[src/rtl/spi_slave.sv]
// SPI slave with clk-domain oversampling of sclk/csn/mosi.
// Handshake: there is no valid/ready pair. spi_done is a one-clk strobe that
// marks data_recv as freshly updated; data_send is captured at frame start
// and at each word completion, so the host must hold it stable around those
// points. busy reflects the FSM state (high only in ACTIVE).
module spi_slave #(
  parameter int DATA_WIDTH = 8,
  parameter int CPOL       = 0,
  parameter int CPHA       = 0
) (
  input  logic                  clk,
  input  logic                  arstn,
  input  logic                  sclk,
  input  logic                  csn,
  input  logic                  mosi,
  output logic                  miso,
  output logic                  miso_oe,
  input  logic [DATA_WIDTH-1:0] data_send,
  output logic [DATA_WIDTH-1:0] data_recv,
  output logic                  spi_done,
  output logic                  busy
);

  localparam int                CNT_W     = (DATA_WIDTH > 1) ? $clog2(DATA_WIDTH) : 1;
  localparam logic [CNT_W-1:0]  LAST_BIT  = CNT_W'(DATA_WIDTH - 1);
  localparam logic              SCLK_IDLE = (CPOL != 0);

  typedef enum logic {
    IDLE   = 1'b0,
    ACTIVE = 1'b1
  } state_t;

  state_t state_q, state_d;

  logic sclk_s1, sclk_s2, sclk_s3;
  logic csn_s1, csn_s2;
  logic mosi_s1, mosi_s2;
  logic [1:0] sync_vld;
  logic armed;

  logic [CNT_W-1:0]      bit_cnt;
  logic [DATA_WIDTH-1:0] rx_sr;
  logic [DATA_WIDTH-1:0] tx_sr;
  logic [DATA_WIDTH-1:0] rx_next;

  logic rise, fall, lead_edge, trail_edge, sample_edge, shift_edge;
  logic start, cs_release, do_sample, do_shift, word_end;

  // Synchronize the SPI pins; sclk gets a third stage for edge detection.
  // sync_vld marks when csn_s2 reflects the pin rather than its reset value,
  // and armed records that csn has been seen high since reset.
  always_ff @(posedge clk or negedge arstn) begin
    if (!arstn) begin
      sclk_s1  <= SCLK_IDLE;
      sclk_s2  <= SCLK_IDLE;
      sclk_s3  <= SCLK_IDLE;
      csn_s1   <= 1'b1;
      csn_s2   <= 1'b1;
      mosi_s1  <= 1'b0;
      mosi_s2  <= 1'b0;
      sync_vld <= 2'b00;
      armed    <= 1'b0;
    end else begin
      sclk_s1  <= sclk;
      sclk_s2  <= sclk_s1;
      sclk_s3  <= sclk_s2;
      csn_s1   <= csn;
      csn_s2   <= csn_s1;
      mosi_s1  <= mosi;
      mosi_s2  <= mosi_s1;
      sync_vld <= {sync_vld[0], 1'b1};
      if (sync_vld[1] && csn_s2) begin
        armed <= 1'b1;
      end
    end
  end

  assign rise        = sclk_s2 & ~sclk_s3;
  assign fall        = ~sclk_s2 & sclk_s3;
  assign lead_edge   = (CPOL == 0) ? rise : fall;
  assign trail_edge  = (CPOL == 0) ? fall : rise;
  assign sample_edge = (CPHA == 0) ? lead_edge : trail_edge;
  assign shift_edge  = (CPHA == 0) ? trail_edge : lead_edge;

  assign rx_next  = {rx_sr[DATA_WIDTH-2:0], mosi_s2};
  assign word_end = do_sample && (bit_cnt == LAST_BIT);

  // FSM state register.
  always_ff @(posedge clk or negedge arstn) begin
    if (!arstn) begin
      state_q <= IDLE;
    end else begin
      state_q <= state_d;
    end
  end

  // Next state and datapath strobes; csn release outranks any sclk edge.
  always_comb begin
    state_d    = state_q;
    start      = 1'b0;
    cs_release = 1'b0;
    do_sample  = 1'b0;
    do_shift   = 1'b0;
    case (state_q)
      IDLE: begin
        if (armed && !csn_s2) begin
          state_d = ACTIVE;
          start   = 1'b1;
        end
      end
      ACTIVE: begin
        if (csn_s2) begin
          state_d    = IDLE;
          cs_release = 1'b1;
        end else begin
          do_sample = sample_edge;
          do_shift  = shift_edge;
        end
      end
      default: state_d = IDLE;
    endcase
  end

  // Shift registers, bit counter, received word and completion strobe.
  always_ff @(posedge clk or negedge arstn) begin
    if (!arstn) begin
      bit_cnt   <= '0;
      rx_sr     <= '0;
      tx_sr     <= '0;
      miso      <= 1'b0;
      data_recv <= '0;
      spi_done  <= 1'b0;
    end else begin
      spi_done <= 1'b0;
      if (start) begin
        bit_cnt <= '0;
        if (CPHA == 0) begin
          miso  <= data_send[DATA_WIDTH-1];
          tx_sr <= data_send << 1;
        end else begin
          tx_sr <= data_send;
        end
      end else if (cs_release) begin
        bit_cnt <= '0;
      end else begin
        if (do_sample) begin
          rx_sr <= rx_next;
          if (word_end) begin
            bit_cnt   <= '0;
            data_recv <= rx_next;
            spi_done  <= 1'b1;
            tx_sr     <= data_send;
          end else begin
            bit_cnt <= bit_cnt + 1'b1;
          end
        end
        if (do_shift) begin
          miso  <= tx_sr[DATA_WIDTH-1];
          tx_sr <= tx_sr << 1;
        end
      end
    end
  end

  assign miso_oe = ~csn_s2;
  assign busy    = (state_q == ACTIVE);

endmodule
[config.mk]
export PLATFORM = sky130hd
export DESIGN_NAME = spi_slave
export DESIGN_NICKNAME = d
export VERILOG_FILES = /design/src/rtl/spi_slave.sv
export SDC_FILE = /design/constraint.sdc
export NUM_CORES = 1
export LEC_CHECK = 0
export BUFFER_PORTS_ARGS = -buffer_cell sky130_fd_sc_hd__buf_2
export CAP_MARGIN = 20
export CORE_MARGIN = 4
export CORE_UTILIZATION = 50
export CTS_BUF_LIST = sky130_fd_sc_hd__clkbuf_4 sky130_fd_sc_hd__clkbuf_8 sky130_fd_sc_hd__clkbuf_16
export DETAILED_ROUTE_END_ITERATION = 8
export PLACE_DENSITY_LB_ADDON = 0.15
export SETUP_SLACK_MARGIN = 0.15
export SLEW_MARGIN = 30
export SYNTH_ARGS = -nofsm -noshare
export SYNTH_HDL_FRONTEND = slang
export SYNTH_SLANG_ARGS = --single-unit
[constraint.sdc]
create_clock -name clk -period 1.8 [get_ports clk]
set_input_delay 0.09 -clock clk [delete_from_list [all_inputs] [get_ports clk]]
set_output_delay 0.09 -clock clk [all_outputs]
set_load 0.02 [all_outputs]
# Yosys cells after proc, flatten, opt, wreduce, memory -nomap -nowiden
# Cells that the tools add are included.
[op_classes]
n_reduce_logical = 12
addsub = 1
bitwise_logic = 8
mux = 26
eq_ne = 2
[op_table]
columns = ["operator", "n"]
rows = [
  ["$mux W8", 5],
  ["$mux W1", 16],
  ["$mux W3", 4],
  ["$reduce_bool A3 Y1", 3],
  ["$not A1 Y1", 6],
  ["$reduce_and A3 Y1", 2],
  ["$reduce_and A4 Y1", 1],
  ["$add A3 B1 Y3 const B", 1],
  ["$eq A3 B3 Y1 const B", 1],
  ["$logic_and A1 B1 Y1", 3],
  ["$and A1 B1 Y1", 2],
  ["$ne A2 B2 Y1 const B", 1],
  ["$pmux W1 S2", 1],
  ["$reduce_and A2 Y1", 1],
  ["$reduce_bool A2 Y1", 1],
  ["$logic_not A1 Y1", 1],
]
[totals]
word_cells = 65
regBits = 39
out_inout_bits = 12
input_bits = 13

# Longest topological paths before layout
[depth]
word_depth = 10
depth_mapped = 5

# Worst setup path after synthesis
# OpenSTA, ideal clock, no wires.
[synth_path]
path_kind = "flip-flop to flip-flop"
startpoint = "register bit_cnt[0]"
endpoint = "register tx_sr[1]"
path_buffers = 0
arrival_time_ps = 1565
path_stages_with_launch = 6
required_time_ps = 1675
synth_period_minus_slack_ps = 1690
path_slack_ps = 110
cell_sequence = "dfrtp_1 > ha_1 > ha_1 > and2_1 > o21ai_2 > mux2_2"
[synth_via]
elab_chain_len = 4
[synth_rtl]
columns = ["element", "line_no", "source"]
rows = [
  ["start, declared", "41", "logic [CNT_W-1:0] bit_cnt;"],
  ["start signal, assigned", "154", "bit_cnt <= bit_cnt + 1'b1;"],
  ["$eq A3 B3 Y1", "86", "assign word_end = do_sample && (bit_cnt == LAST_BIT);"],
  ["$logic_and A1 B1 Y1", "86", ""],
  ["$reduce_bool A3 Y1 (no line)", "-", ""],
  ["$reduce_and A3 Y1 (no line)", "-", ""],
  ["end signal, assigned", "139", "tx_sr <= data_send << 1;"],
  ["end signal, assigned", "141", "tx_sr <= data_send;"],
  ["end signal, assigned", "152", "tx_sr <= data_send;"],
  ["end, declared", "43", "logic [DATA_WIDTH-1:0] tx_sr;"],
]
# No other way between the ends.
# A chain may end at the register's enable or synchronous reset.

# Worst setup path in the final report
[layout_path]
startpoint = "register bit_cnt[1]"
endpoint = "register tx_sr[4]"
# The elaborated chain is that of the path after synthesis.

==> impl_metrics.json <==
{
  "run_status": "completed",
  "final.period_utilization_pct": 89.9,
  "drive_above_1_share_pct": 45.3,
  "clk_pin_slew_ns": 0.10,
  "internal_power_mw": 1.28,
  "worstMarginPinSlew_ns": 0.830,
  "tns_ns": 0,
  "sequentialPowerShare_pct": 60.4,
  "drcViolationCount": 0,
  "start_util_pct": 52.5,
  "power_density_nw_per_um2": 857,
  "fin_hold_ws_ns": 0.0307,
  "p_switching_mw": 0.410,
  "p_sw_share_pct": 24.2,
  "ys_top_cells_by_area": "dfrtp_1 (57%), mux2_2 (15%), mux2i_1 (5.6%), dfstp_2 (3.3%), a21oi_1 (2.5%)",
  "place_area_um2": 1780,
  "fin_crit_ns": 1.62,
  "p_leak_nw": 1.00,
  "layout_common_cells": "dfrtp_1 (37), buf_2 (24), mux2_2 (15), nor2_1 (10), mux2i_1 (9)",
  "grt_max_degree": 40,
  "drv_slew": 0,
  "viasPerCell": 4.96,
  "setup_slack_ns": 0.182,
  "grt_usage_pct": 15.2,
  "wl_met1_mm": 1.21,
  "cts_sinks": 39,
  "rsz0062_at_grt": "true",
  "cts_buffer_depth": 2,
  "drtIter0Drc": 30,
  "ys.flop_type": "dfrtp_1",
  "max_freq_mhz": 618,
  "row_count": 20,
  "grt_pass1_vias": 1088,
  "place_ws_ns": 0.0435,
  "htreeDepth": 2,
  "yosysTopAreaCell": "dfrtp_1",
  "maxCapViolCount": 0,
  "hold_viol_final": 0,
  "coreArea_um2": 3080,
  "arrival_ns": 1.85,
  "hpwlAfterDp_mm": 1.93,
  "antenna_found_initial": 0,
  "portBuffers": 24,
  "nets": 173,
  "path_max_fanout": 4,
  "fin_total_pwr_mw": 1.69,
  "area_growth_pct": 22.2,
  "dr.max_layer_used": "met4",
  "syn-cell-area_um2": 1620,
  "vias": 1007,
  "hp-class": "in2reg",
  "layout_commonest_cell": "dfrtp_1",
  "max-slew-margin-rel_pct": 44.7,
  "dieArea_um2": 4210,
  "grt-ovfl-total": 0,
  "setup_viol": 0,
  "avgRoutedWirePerCell_um": 13.8,
  "postLayoutCellArea_um2": 1980,
  "p_clk_share_pct": 26.4,
  "start_kind": "register",
  "syn_nets": 134,
  "combPwrFrac_pct": 13.2,
  "clk_latency_ns": 0.34,
  "worst_ep_required_time_ns": 2.03,
  "postSynthCellCount": 119,
  "synthArstFlopShare_pct": 100,
  "finClkSkew_ns": 0.00799,
  "route.met2.wl_mm": 1.43,
  "cts_tree": "built",
  "syn_area_per_cell_um2": 13.6,
  "routed_wl_mm": 2.80,
  "die_x_um": 64.9,
  "critPathKind": "reg2reg",
  "yosysWarnings": 0,
  "synth_top_cell_area_share_pct": 57.3,
  "ys_ff_latch": 39,
  "grt_pass1_wl_mm": 4.76,
  "clockRootBuffer": "clkbuf_4",
  "reg2reg_depth": 6,
  "antenna_cells": 0,
  "io-pin-count": 25,
  "worst_setup_path_end_kind": "register",
  "first_pass_iters": 4,
  "worstHoldPathCells": 3,
  "ys_seq_area_share_pct": 60.5,
  "detail-route-antenna-nets": 0,
  "numCtsBuffers": 5,
  "globalplace.congestion": 0.751,
  "synth-edff-count": 0,
  "vdd_ir_drop_max_v": 0.000547,
  "fp.dieH_um": 64.9,
  "dr_wl_met3_um": 131,
  "ys_types": 26
}
## logic make-up after synthesis
family / after synthesis / share of synthesized area [%]
compound gates: 15 / 5.34
other cells: 1 / 0.232
flops: 39 / 60.5
mux: 31 / 20.9
buf+inv: 9 / 3.56
simple gates: 22 / 7.90
fa+ha+maj: 2 / 1.55
## state kept, by name (all words and copies together) (netlist names)
register / count
data_recv: 8
tx_sr: 8
rx_sr: 7
bit_cnt: 3
sync_vld: 2
armed: 1
busy: 1
csn_s1: 1
csn_s2: 1
miso: 1
mosi_s1: 1
mosi_s2: 1
sclk_s1: 1
sclk_s2: 1
sclk_s3: 1
spi_done: 1
## power groups by stage
stage	combinational (mW)	clock [mW]	sequential (mW)
floorplan	0.122	0	1.03
global placement	0.172	0	1.03
detailed placement	0.183	0	1.04
CTS	0.223	0.478	1.02
global route	0.247	0.516	1.03
finish	0.224	0.447	1.02
## synthesized netlist by cell type, drive strengths merged (3+ instances only)
library cell,instances
mux2,22
o21ai,4
dfrtp,37
a21oi,8
buf,4
nand2,3
nor2,10
inv,5
mux2i,9
## area by class of cell
cell class / count / area (um2)
Sequential cell: 39 / 978
Fill cell: 258 / 1100
Clock inverter: 1 / 5.00
Timing Repair Buffer: 36 / 228
Multi-Input combinational cell: 71 / 638
Inverter: 5 / 18.8
Tap cell: 44 / 55.1
Clock buffer: 7 / 52.6
## per-stage QoR
stage / std cells / utilization [%]
after floorplan: 119 / -
after global placement: 185 / 57.7
after detailed placement: 185 / 57.7
after CTS: 201 / 63.5
after global routing: 203 / 64.2
final: 203 / 64.2
## routing by layer
metal  GRT usage [%]  vias to the layer above
li1                -                      491
met2            26.2                       19
met1            16.7                      494
met5               0                        -
met3            5.89                        3
met4            6.33                        0
## final timing paths
kind	to	startpoint	slack (ns)
max in group asynchronous	data_recv[7]	arstn	0.91
hold / removal	miso	data_send[7]	0.03
hold reg to reg	sclk_s2	sclk_s1	0.36
min in group asynchronous	armed	arstn	0.37
setup / recovery	tx_sr[4]	bit_cnt[1]	0.18
setup reg to reg	tx_sr[4]	bit_cnt[1]	0.18
## critical path, cell delays in order, from the launching register on
cell and delay [ns]:
dfrtp_1 0.40, ha_2 0.20, ha_4 0.16, and2_4 0.14
o21ai_4 0.17, buf_6 0.14, mux2_4 0.29
## repair_timing
item | in CTS | in global routing
pin swaps | 1 | 2
buffers inserted | 4 | 2
gates resized for setup | 14 | 2
hold buffers | 4 | 0
hold endpoints to repair | 40 | 0
endpoints found under the setup margin | 7 | 7
(Power assumes the default switching activity.)
